**src/rtl/rng_pkg.sv**
```systemverilog
// Shared types and defaults for the von Neumann debiasing stage (rng_debias).
package rng_pkg;

    typedef enum logic [1:0] {
        PAIR_A = 2'd0,
        PAIR_B = 2'd1,
        FAIL   = 2'd2
    } rng_state_e;

    localparam int DEF_FIFO_DEPTH = 4;
    localparam int DEF_REP_LIMIT  = 32;

    // A raw pair yields an output bit only when its two bits differ.
    function automatic logic pair_valid(input logic first_bit, input logic second_bit);
        return first_bit ^ second_bit;
    endfunction

endpackage

```
**src/rtl/rng_fifo.sv**
```systemverilog
// 1-bit-wide corrected-bit buffer with power-of-two depth and synchronous flush.
module rng_fifo
    import rng_pkg::*;
#(
    parameter int DEPTH = DEF_FIFO_DEPTH
) (
    input  logic i_clk,
    input  logic i_rst_n,
    input  logic i_flush,
    input  logic i_push,
    input  logic i_push_bit,
    input  logic i_pop,
    output logic o_full,
    output logic o_empty,
    output logic o_head
);

    localparam int AW = $clog2(DEPTH);
    localparam int CW = AW + 1;

    logic [DEPTH-1:0] r_mem;
    logic [AW-1:0]    r_wr_ptr;
    logic [AW-1:0]    r_rd_ptr;
    logic [CW-1:0]    r_count;
    logic             w_push;
    logic             w_pop;

    assign o_full  = (r_count == CW'(DEPTH));
    assign o_empty = (r_count == CW'(0));
    assign o_head  = o_empty ? 1'b0 : r_mem[r_rd_ptr];
    assign w_push  = i_push & ~o_full;
    assign w_pop   = i_pop & ~o_empty;

    // Storage, pointers and occupancy; flush discards everything at once.
    always_ff @(posedge i_clk or negedge i_rst_n) begin
        if (!i_rst_n) begin
            r_mem    <= '0;
            r_wr_ptr <= '0;
            r_rd_ptr <= '0;
            r_count  <= '0;
        end else if (i_flush) begin
            r_wr_ptr <= '0;
            r_rd_ptr <= '0;
            r_count  <= '0;
        end else begin
            if (w_push) begin
                r_mem[r_wr_ptr] <= i_push_bit;
                r_wr_ptr        <= r_wr_ptr + AW'(1);
            end
            if (w_pop) begin
                r_rd_ptr <= r_rd_ptr + AW'(1);
            end
            case ({w_push, w_pop})
                2'b10:   r_count <= r_count + CW'(1);
                2'b01:   r_count <= r_count - CW'(1);
                default: r_count <= r_count;
            endcase
        end
    end

endmodule

```
**src/rtl/rng_debias.sv**
```systemverilog
// Von Neumann debiaser between TRNG and collector with output FIFO.
// Define RNG_HEALTH_EN to enable the repetition-count health test.
module rng_debias
    import rng_pkg::*;
#(
    parameter int FIFO_DEPTH = DEF_FIFO_DEPTH,
    parameter int REP_LIMIT  = DEF_REP_LIMIT
) (
    input  logic i_clk,
    input  logic i_rst_n,
    input  logic i_en,
    input  logic i_raw_bit,
    input  logic i_raw_ready,
    output logic o_raw_ack,
    output logic o_random,
    output logic o_bit_ready,
    input  logic i_ack,
    input  logic i_health_clr,
    output logic o_health_fail
);

    rng_state_e r_state;
    logic       r_first;
    logic       r_raw_ack;
    logic       w_accept;
    logic       w_push;
    logic       w_full;
    logic       w_empty;
    logic       w_flush;
    logic       w_trip;

`ifdef RNG_HEALTH_EN
    localparam int RW = $clog2(REP_LIMIT + 1);

    logic [RW-1:0] r_rep_cnt;
    logic [RW-1:0] w_rep_next;
    logic          r_prev;
    logic          r_health_fail;

    // Run length of identical accepted bits, saturating at the limit.
    always_comb begin
        w_rep_next = RW'(1);
        if ((r_rep_cnt != RW'(0)) && (i_raw_bit == r_prev)) begin
            if (r_rep_cnt == RW'(REP_LIMIT)) begin
                w_rep_next = r_rep_cnt;
            end else begin
                w_rep_next = r_rep_cnt + RW'(1);
            end
        end else begin
            w_rep_next = RW'(1);
        end
        w_trip  = w_accept & (w_rep_next == RW'(REP_LIMIT)) & ~i_health_clr;
        w_flush = w_trip | (r_state == FAIL);
    end

    // Repetition counter and sticky failure flag; clear wins over a trip.
    always_ff @(posedge i_clk or negedge i_rst_n) begin
        if (!i_rst_n) begin
            r_rep_cnt     <= '0;
            r_prev        <= 1'b0;
            r_health_fail <= 1'b0;
        end else if (i_health_clr) begin
            r_rep_cnt     <= '0;
            r_prev        <= r_prev;
            r_health_fail <= 1'b0;
        end else begin
            if (w_accept) begin
                r_rep_cnt <= w_rep_next;
                r_prev    <= i_raw_bit;
            end
            if (w_trip) begin
                r_health_fail <= 1'b1;
            end
        end
    end

    assign o_health_fail = r_health_fail;
`else
    logic w_unused_health_clr;

    assign w_unused_health_clr = i_health_clr;
    assign w_trip              = 1'b0;
    assign w_flush             = 1'b0;
    assign o_health_fail       = 1'b0;
`endif

    // Accept needs a gap cycle after each ACK so one READY is never consumed twice.
    always_comb begin
        w_accept = i_en & i_raw_ready & ~r_raw_ack & ~w_full & (r_state != FAIL);
        w_push   = w_accept & (r_state == PAIR_B) & pair_valid(r_first, i_raw_bit);
    end

    // Pairing FSM and raw-side handshake.
    always_ff @(posedge i_clk or negedge i_rst_n) begin
        if (!i_rst_n) begin
            r_state   <= PAIR_A;
            r_first   <= 1'b0;
            r_raw_ack <= 1'b0;
        end else begin
            r_raw_ack <= w_accept;
`ifdef RNG_HEALTH_EN
            if (i_health_clr) begin
                r_state <= PAIR_A;
            end else if (w_trip) begin
                r_state <= FAIL;
            end else
`endif
            begin
                case (r_state)
                    PAIR_A: begin
                        if (w_accept) begin
                            r_first <= i_raw_bit;
                            r_state <= PAIR_B;
                        end else begin
                            r_state <= PAIR_A;
                        end
                    end
                    PAIR_B: begin
                        if (!i_en || w_accept) begin
                            r_state <= PAIR_A;
                        end else begin
                            r_state <= PAIR_B;
                        end
                    end
                    FAIL:    r_state <= FAIL;
                    default: r_state <= PAIR_A;
                endcase
            end
        end
    end

    rng_fifo #(
        .DEPTH(FIFO_DEPTH)
    ) u_fifo (
        .i_clk      (i_clk),
        .i_rst_n    (i_rst_n),
        .i_flush    (w_flush),
        .i_push     (w_push),
        .i_push_bit (r_first),
        .i_pop      (i_ack),
        .o_full     (w_full),
        .o_empty    (w_empty),
        .o_head     (o_random)
    );

    assign o_raw_ack   = r_raw_ack;
    assign o_bit_ready = ~w_empty;

endmodule

```
**config.mk**
```make
export PLATFORM = sky130hd
export DESIGN_NAME = rng_debias
export DESIGN_NICKNAME = d
export VERILOG_FILES = /design/src/rtl/rng_pkg.sv /design/src/rtl/rng_fifo.sv /design/src/rtl/rng_debias.sv
export SDC_FILE = /design/constraint.sdc
export NUM_CORES = 1
export LEC_CHECK = 0
export CAP_MARGIN = 20
export CORE_MARGIN = 2
export CORE_UTILIZATION = 43
export DETAILED_ROUTE_END_ITERATION = 10
export PLACE_DENSITY = 0.71
export SETUP_SLACK_MARGIN = 0.3
export SKIP_CTS_REPAIR_TIMING = 1
export SLEW_MARGIN = 20
export SYNTH_ARGS = -nofsm -noshare
export SYNTH_HDL_FRONTEND = slang
export SYNTH_SLANG_ARGS = --single-unit
```
**constraint.sdc**
```tcl
create_clock -name i_clk -period 6.2 [get_ports i_clk]
set_input_delay 1.55 -clock i_clk [delete_from_list [all_inputs] [get_ports i_clk]]
set_output_delay 1.55 -clock i_clk [all_outputs]
set_load 0.02 [all_outputs]
```
# After elaboration in Yosys (flattened, before gate mapping)
# Cells that the tools add are included.
classes:
  n_reduce_logical: 7
  n_bitwise: 12
  magnitude_cmp: 3
  n_addsub: 4
  mux: 10
  eq_ne: 6
op_table:
  columns: ["op", "n"]
  rows:
  - ["$and 1x1->1", 8]
  - ["$lt 2x3->1 const B", 2]
  - ["$pmux 2 s3", 1]
  - ["$pmux 3 s2", 1]
  - ["$mux 1", 5]
  - ["$add 2x1->2 const B", 2]
  - ["$bwmux 4", 1]
  - ["$eq 2x1->1 const B", 2]
  - ["$eq 2x2->1 const B", 2]
  - ["$add 3x1->3 const B", 1]
  - ["$eq 3x3->1 const B", 1]
  - ["$logic_not 3->1", 1]
  - ["$not 1->1", 3]
  - ["$sub 3x1->3 const B", 1]
  - ["$bmux 1 s2", 1]
  - ["$demux 1 s2", 1]
  - ["$ge 2x1->1 const B", 1]
  - ["$logic_not 2->1", 1]
  - ["$ne 2x2->1 const B", 1]
  - ["$reduce_and 2->1", 1]
  - ["$reduce_bool 2->1", 1]
  - ["$logic_and 1x1->1", 1]
  - ["$logic_not 1->1", 1]
  - ["$logic_or 1x1->1", 1]
  - ["$xor 1x1->1", 1]
word_totals:
  input_bits: 7
  wordCells: 49
  ff_bits: 15

# Logic depth before layout (Yosys ltp)
# Gate-level depths: netlist of the first run.
depth:
  depth_word: 9
  ltp_mapped: 9
  mapped_depth_nobuf: 9

# By module
# A second synthesis of the first run with hierarchy kept.
hier_totals:
  hier_cells: 95
  area_unflattened_um2: 938.4
by_module_without_submodules:
  columns: ["mod", "n_inst", "cells_each", "seq_area_each_um2", "area_per_inst_um2"]
  rows:
  - ["rng_fifo", 1, 77, 275.3, 740.7]
  - ["rng_debias", 1, 18, 100.1, 197.7]

# Worst setup path before layout of the first run
# OpenSTA, ideal clock, no wires.
synth_timing:
  path_type: "input to register"
  from: "input port i_en"
  to: "register u_fifo.r_count[2]"
  required_time_ns: 6.075
  path_stages: 9
  arrival_time_ns: 2.910
  slack_ns: 3.165
  path_cell_list: "nand4bb_4 nor4b_4 inv_1 ha_1 inv_1 fa_1 xor2_1 nor2_1 xor2_1"
synth_via:
  elab_chain_cells: 9
  elab_cells_between_ends: 11
synth_lines:
  columns: ["item", "line_no", "rtl"]
  rows:
  - ["from (decl)", "rng_debias.sv:11", "input logic i_en,"]
  - ["$and 1x1->1 * (4 in series)", "rng_debias.sv:89", "w_accept = i_en & i_raw_ready & ~r_raw_ack & ~w_full & (r_state != FAIL);"]
  - ["$and 1x1->1 * (2 in series)", "rng_debias.sv:90", "w_push = w_accept & (r_state == PAIR_B) & pair_valid(r_first, i_raw_bit);"]
  - ["$and 1x1->1 *", "rng_fifo.sv:31", "assign w_push = i_push & ~o_full;"]
  - ["$eq 2x1->1 or $eq 2x2->1 (tied branches)", "rng_fifo.sv:53", "case ({w_push, w_pop})"]
  - ["$pmux 3 s2 or $reduce_bool 2->1 (tied branches)", null, null]
  - ["to (signal assigned)", "rng_fifo.sv:54", "2'b10: r_count <= r_count + CW'(1);"]
  - ["to (signal assigned)", "rng_fifo.sv:55", "2'b01: r_count <= r_count - CW'(1);"]
  - ["to (signal assigned)", "rng_fifo.sv:56", "default: r_count <= r_count;"]
  - ["to (decl)", "rng_fifo.sv:24", "logic [CW-1:0] r_count;"]
# Mark *: on every way between the ends. The rest lies on a longest branch, timed or not.
# A chain may end at the register's enable or synchronous reset.

# Final worst setup path of the first run
# Ends and elaborated chain as after synthesis.

==> qor.yml, run 1 <==
synth-simple-area-share_pct: 18.6
die_y_um: 47.3
h-tree-depth: 1
worst-path-max-fanout: 8
end_kind: "flop"
ys_types: 24
finish.instance_area_um2: 936
post-route-util_pct: 53.6
worstSetupPathType: "primary input to flop"
final_cells: 99
synth_xor_area_share_pct: 8.70
timing_hold_violations_final: 0
relSlewSlack_pct: 56.0
crit-reg2reg-launch: "r_state[1]$_DFF_PN0_"
grt_util_met3_pct: 3.46
final_cell_mix: "dfrtp_1 (15), clkdlybuf4s50_1 (8), inv_1 (6), nand2_1 (6)"
internal_power_mw: 0.241
leakage_nw: 0.416
pre_cts_slack_ns: 2.43
synth.area.mux_share_pct: 11.0
hold_end: "r_state[0]$_DFF_PN0_"
min_period_ns: 3.46
track_usage_pct: 11.9
diodes: 0
die_area_um2: 2240
fmax_mhz: 289
finalCritPeriodShare_pct: 55.9
cp_cell_sequence: "clkdlybuf4s50_1 -> nand4bb_4 -> nor4b_4 -> inv_1 -> ha_1 -> inv_1 -> fa_1 -> xor2_1 -> nor2_1 -> xor2_1"
grt_max_degree: 16
num_vias: 452
gp_congestion: 0.725
start_kind: "primary input"
critPathMaxStageDelay_ns: 0.54
port-buffer-count: 8
placedCellCount: 95
grt_first_pass_wirelength_um: 1730
hold_depth: 1
cts.clk_slew.worst_paths_ns: 0.08
drv_cap: 0
synthesis.nets: 76
p_per_area_nw_per_um2: 398
r2r_cells: 9
async_flop_share_pct: 100
finalClockSkew_ns: 0.00595
met2_usage_pct: 17.0
ys.flop_type: "dfrtp_1"
first_global_vias: 426
core-area_um2: 1750
synth_top_family_by_area: "simple AND/OR/NAND/NOR gates"
crit_required_ns: 6.36
ios: 11
synth-seq-cells: 15
rsz0062_at_grt: "no"
total_power_mw: 0.372
first_pass_iters: 1
power.share.combinational_pct: 39.1
grt-ovfl-total: 0
fill_cells: 161
cp_slowest_cell: "clkdlybuf4s50_1"
cp.arrival_ns: 3.62
synth_edf_count: 0
timing.rr.end: "u_fifo.r_count[2]$_DFFE_PN0P_"
ant_nets: 0
wirelength_um: 1100
clkPwrFrac_pct: 14.4
clock_latency_ns: 0.27
hp-start: "r_state[1]$_DFF_PN0_"
pwr-share-seq_pct: 46.5
vias_per_cell: 4.57
finalSetupViolCount: 0
rows: 15
yosysSeqAreaShare_pct: 46.6
r2r_slack_ns: 4.07
synth_area_um2: 806
grt_busiest_layer: "met2"
cts_buffers: 3
hold_slack_ns: 0.452
cts_root_buf: "clkbuf_4"
slew_violations: 0
synth_compound_area_share_pct: 0.621
synth_fa_ha_area_share_pct: 10.2
area_delta_synth_final_pct: 16.1
post-route-worst-setup-slack_ns: 2.74
drc: 0
yosys_warnings: 0
synth.avg_cell_area_um2: 12.8
placed_cell_area_um2: 910
drive_above_1_share_pct: 10.8
grtUsageMet1_pct: 15.4
peakVddDrop_v: 0.000174
fin_nets: 88
postSynthCellCount: 63
layout.cells.most_common: "dfrtp_1"
worst_pin_slew_ns: 0.658
p_switching_mw: 0.131
dpl.hpwl_um: 888
p_sw_share_pct: 35.3
status: "completed"
cts_tree: "yes"
dieWidth_um: 47.3
initial_core_util_pct: 46.2
finalSetupTns_ns: 0
clock_path_buffers: 2
initialDrtViolationCount: 0
antenna_found_initial: 0
wl_per_cell_um: 11.1
cts_sinks: 15
hold_class: "flop to flop"
## sequential cells by signal, summed over array words and instances, names as in the netlist
name / count
u_fifo.r_rd_ptr: 2
r_first: 1
u_fifo.r_mem: 4
o_raw_ack: 1
u_fifo.r_wr_ptr: 2
u_fifo.r_count: 3
r_state: 2
## worst max-delay path: cells and delay by family
family | cells | cell delay [ns]
XOR/XNOR | 2 | 0.29
buffers and inverters | 3 | 0.70
AND/OR/NAND/NOR | 3 | 0.68
adder cells (fa/ha/maj) | 2 | 0.39
## cells by family (layout without fill, tap and decap cells)
| kind of cell | Yosys count | count (layout) |
|---|---|---|
| buf+inv | 7 | 18 |
| xor+xnor | 8 | 8 |
| compound gates | 1 | 1 |
| simple gates | 18 | 18 |
| other cells | 1 | 1 |
| mux | 7 | 7 |
| fa+ha+maj | 6 | 6 |
| flops | 15 | 15 |
## area by class of cell
type / count / area (µm²) / area share [%]
sequential: 15 / 375 / 40.1
timing repair buffer: 8 / 80.1 / 8.56
multi-input combinational: 41 / 400 / 42.8
tap: 25 / 31.3 / 3.34
clock buffer: 4 / 26.3 / 2.81
inverter: 6 / 22.5 / 2.41
## synthesized netlist by cell type, drive strengths merged, types with 2 or more instances
cell type	n	share of area [%]
and2	2	1.6
dfrtp	15	47
ha	5	7.8
inv	6	2.8
mux2	5	7.0
nand2	6	2.8
nor3b	3	4.2
xnor2	5	5.4
xor2	3	3.3
## metal layers
layer | vias to the layer above | share of wire (%)
met3 | 2 | 4.6
met4 | 0 | 0.91
li1 | 226 | -
met2 | 8 | 44
met5 | - | 0
met1 | 216 | 50
## how the worst max path moves through the flow
stage / from / endpoint / slack [ns] / cells past startpoint
after floorplan: i_en / u_fifo.r_count[2]$_DFFE_PN0P_ / 3.17 / 9
after global placement: i_en / u_fifo.r_count[2]$_DFFE_PN0P_ / 2.42 / 10
after detailed placement: i_en / u_fifo.r_count[2]$_DFFE_PN0P_ / 2.43 / 10
after CTS: i_en / u_fifo.r_count[2]$_DFFE_PN0P_ / 2.72 / 10
after global routing: i_en / u_fifo.r_count[2]$_DFFE_PN0P_ / 2.61 / 10
final: i_en / u_fifo.r_count[2]$_DFFE_PN0P_ / 2.74 / 10
## power by group through the flow
stage                     Combinational [mW]  Clock [mW]  Sequential, mW
after global placement                 0.144           0           0.174
after floorplan                        0.115           0           0.168
after detailed placement               0.148           0           0.176
after CTS                              0.149      0.0555           0.174
final                                  0.145      0.0537           0.173
after global routing                   0.164      0.0589           0.179
Power figures use the tool's default switching activity.
==> run 2: changes to the inputs <==
==> constraint.sdc (replaced) <==
create_clock -name i_clk -period 3.5 [get_ports i_clk]
set_input_delay 0.875 -clock i_clk [delete_from_list [all_inputs] [get_ports i_clk]]
set_output_delay 0.875 -clock i_clk [all_outputs]
set_load 0.02 [all_outputs]
==> run 2 against run 1 <==
  * Via count down 0.44%
  * Hold slack improved by 0.018 ns
  * Combinational power rose by 80%
  * Clock-buffer cell count unchanged
  * Register-to-register slack got worse by 2.6 ns
  * Sequential power up 77%
==> qor.yml, run 2 (synthesis gave the netlist of run 1 again) <==
status: "completed"
end_kind: "output port"
path_delay_family: "buffers and inverters"
area_delta_synth_final_pct: 17.1
reg.largest.list: "u_fifo.r_mem x4, u_fifo.r_count x3"
h-tree-depth: 1  # unchanged
cts_sinks: 15  # unchanged
clock_latency_ns: 0.27  # about the same
first_global_vias: 447  # +4.9%
diodes: 0  # unchanged
num_vias: 450  # -0.44%
fmax_mhz: 364
p_per_area_nw_per_um2: 703  # +77%
start_kind: "flop"
die_area_um2: 2240  # unchanged
critPathMaxStageDelay_ns: 0.53  # about the same
relSlewSlack_pct: 54.8  # -1.2 points
pwr-share-seq_pct: 46.2  # -0.3 points
dieWidth_um: 47.3  # unchanged
die_y_um: 47.3  # unchanged
clock_path_buffers: 2  # unchanged
grt_max_degree: 16  # unchanged
top_register: "u_fifo.r_mem"
first_pass_iters: 1  # unchanged
grt-ovfl-total: 0  # unchanged
finalSetupTns_ns: 0  # unchanged
drv_cap: 0  # unchanged
power.share.combinational_pct: 39.3  # +0.2 points
cp_slowest_cell: "clkdlybuf4s50_1"
cts.clk_slew.worst_paths_ns: 0.09  # about the same
vias_per_cell: 4.50  # -1.4%
clkPwrFrac_pct: 14.5  # about the same
p_switching_mw: 0.235  # +80%
fill_cells: 157  # -2.5%
internal_power_mw: 0.428  # +78%
crit_buf_inv: 1  # -2
rows: 15  # unchanged
met2_usage_pct: 19.5  # +2.4 points
core-area_um2: 1750  # unchanged
cts_tree: "yes"
initialDrtViolationCount: 0  # unchanged
cts_buffers: 3  # unchanged
finish.instance_area_um2: 943  # +0.80%
finalCritPeriodShare_pct: 78.5
crit_required_ns: 2.62  # -3.74 ns
grt_util_met3_pct: 3.46  # unchanged
cp.arrival_ns: 1.87  # -1.75 ns
finalClockSkew_ns: 0.00164  # -0.00431 ns
grtUsageMet1_pct: 16.2  # +0.84 points
cp_cell_sequence: "mux4_2 -> and2_1 -> clkdlybuf4s50_1"
wirelength_um: 1160  # +5.6%
worst-path-max-fanout: 3  # -5
grt_busiest_layer: "met2"
final_cell_mix: "dfrtp_1 (15), clkdlybuf4s50_1 (8), inv_1 (6), nand2_1 (6)"
worstSetupPathType: "flop to output port"
grt_first_pass_wirelength_um: 1900  # +10%
peakVddDrop_v: 0.000327  # +88%
slew_violations: 0  # unchanged
post-route-util_pct: 54.1  # +0.43 points
rsz0062_at_grt: "no"
antenna_found_initial: 0  # unchanged
p_sw_share_pct: 35.5  # +0.25 points
finalSetupViolCount: 0  # unchanged
track_usage_pct: 12.7  # +0.74 points
worst_pin_slew_ns: 0.677  # +0.0184 ns
hold_slack_ns: 0.470  # +0.0180 ns
initial_core_util_pct: 46.2  # unchanged
hold_class: "flop to flop"
cts_root_buf: "clkbuf_4"
leakage_nw: 0.422  # +1.3%
timing_hold_violations_final: 0  # unchanged
fin_nets: 89  # +1.1%
ant_nets: 0  # unchanged
layout.cells.most_common: "dfrtp_1"
drc: 0  # unchanged
ios: 11  # unchanged
largest_register_ff_count: 4  # unchanged
min_period_ns: 2.75
wl_per_cell_um: 11.6  # +4.5%
final_cells: 100  # +1.0%
gp_congestion: 0.701  # -3.4%
placedCellCount: 96  # +1.1%
drive_above_1_share_pct: 12.0  # +1.2 points
placed_cell_area_um2: 917  # +0.83%
dpl.hpwl_um: 928  # +4.4%
port-buffer-count: 8  # unchanged
## run 2: worst reg2reg max path, delay by kind of cell (launching register included)
kind / cells / cell delay, ns
simple gates: 3 / 0.72
flops: 1 / 0.43
buf+inv: 1 / 0.07
fa+ha+maj: 2 / 0.40
xor+xnor: 2 / 0.28
## run 2: area by class of cell
cell class / instances / area, µm² / area share (%)
Clock buffer: 4 / 26.3 / 2.79
Inverter: 6 / 22.5 / 2.39
Multi-Input combinational cell: 41 / 400 / 42.4
Sequential cell: 15 / 375 / 39.8
Tap cell: 25 / 31.3 / 3.32
Timing Repair Buffer: 9 / 87.6 / 9.28
## run 2: path summary, 6_finish.rpt
path | startpoint | end | slack, ns | cells past startpoint
worst max-delay path | u_fifo.r_rd_ptr[0]$_DFFE_PN0P_ | o_random | 0.75 | 3
worst min-delay path | r_state[1]$_DFF_PN0_ | r_state[0]$_DFF_PN0_ | 0.47 | 1
worst max register to register | u_fifo.r_count[1]$_DFFE_PN0P_ | u_fifo.r_count[2]$_DFFE_PN0P_ | 1.50 | 8
worst min register to register | r_state[1]$_DFF_PN0_ | r_state[0]$_DFF_PN0_ | 0.47 | 1
max in group asynchronous | i_rst_n | u_fifo.r_rd_ptr[1]$_DFFE_PN0P_ | 2.06 | 1
min in group asynchronous | i_rst_n | o_raw_ack$_DFF_PN0_ | 1.01 | 1
## run 2: per-stage QoR
step / total power, mW / worst slack [ns]
after global routing: 0.721 / 0.655
after global placement: 0.565 / 0.637
after floorplan: 0.501 / 1.14
after detailed placement: 0.576 / 0.629
after CTS: 0.675 / 0.732
final: 0.663 / 0.752
## run 2: power groups by stage
stage          Clock, mW  Sequential, mW  Combinational [mW]
2_1_floorplan          0           0.298               0.203
3_3_place_gp           0           0.310               0.256
3_5_place_dp           0           0.313               0.264
4_1_cts            0.101           0.309               0.266
5_1_grt            0.111           0.317               0.293
6_report          0.0959           0.307               0.261
## run 2: layer usage
layer | up-vias | share of wire [%]
met5 | - | 0
met4 | 0 | 0.86
met3 | 2 | 4.1
met2 | 8 | 45
met1 | 212 | 50
li1 | 228 | -
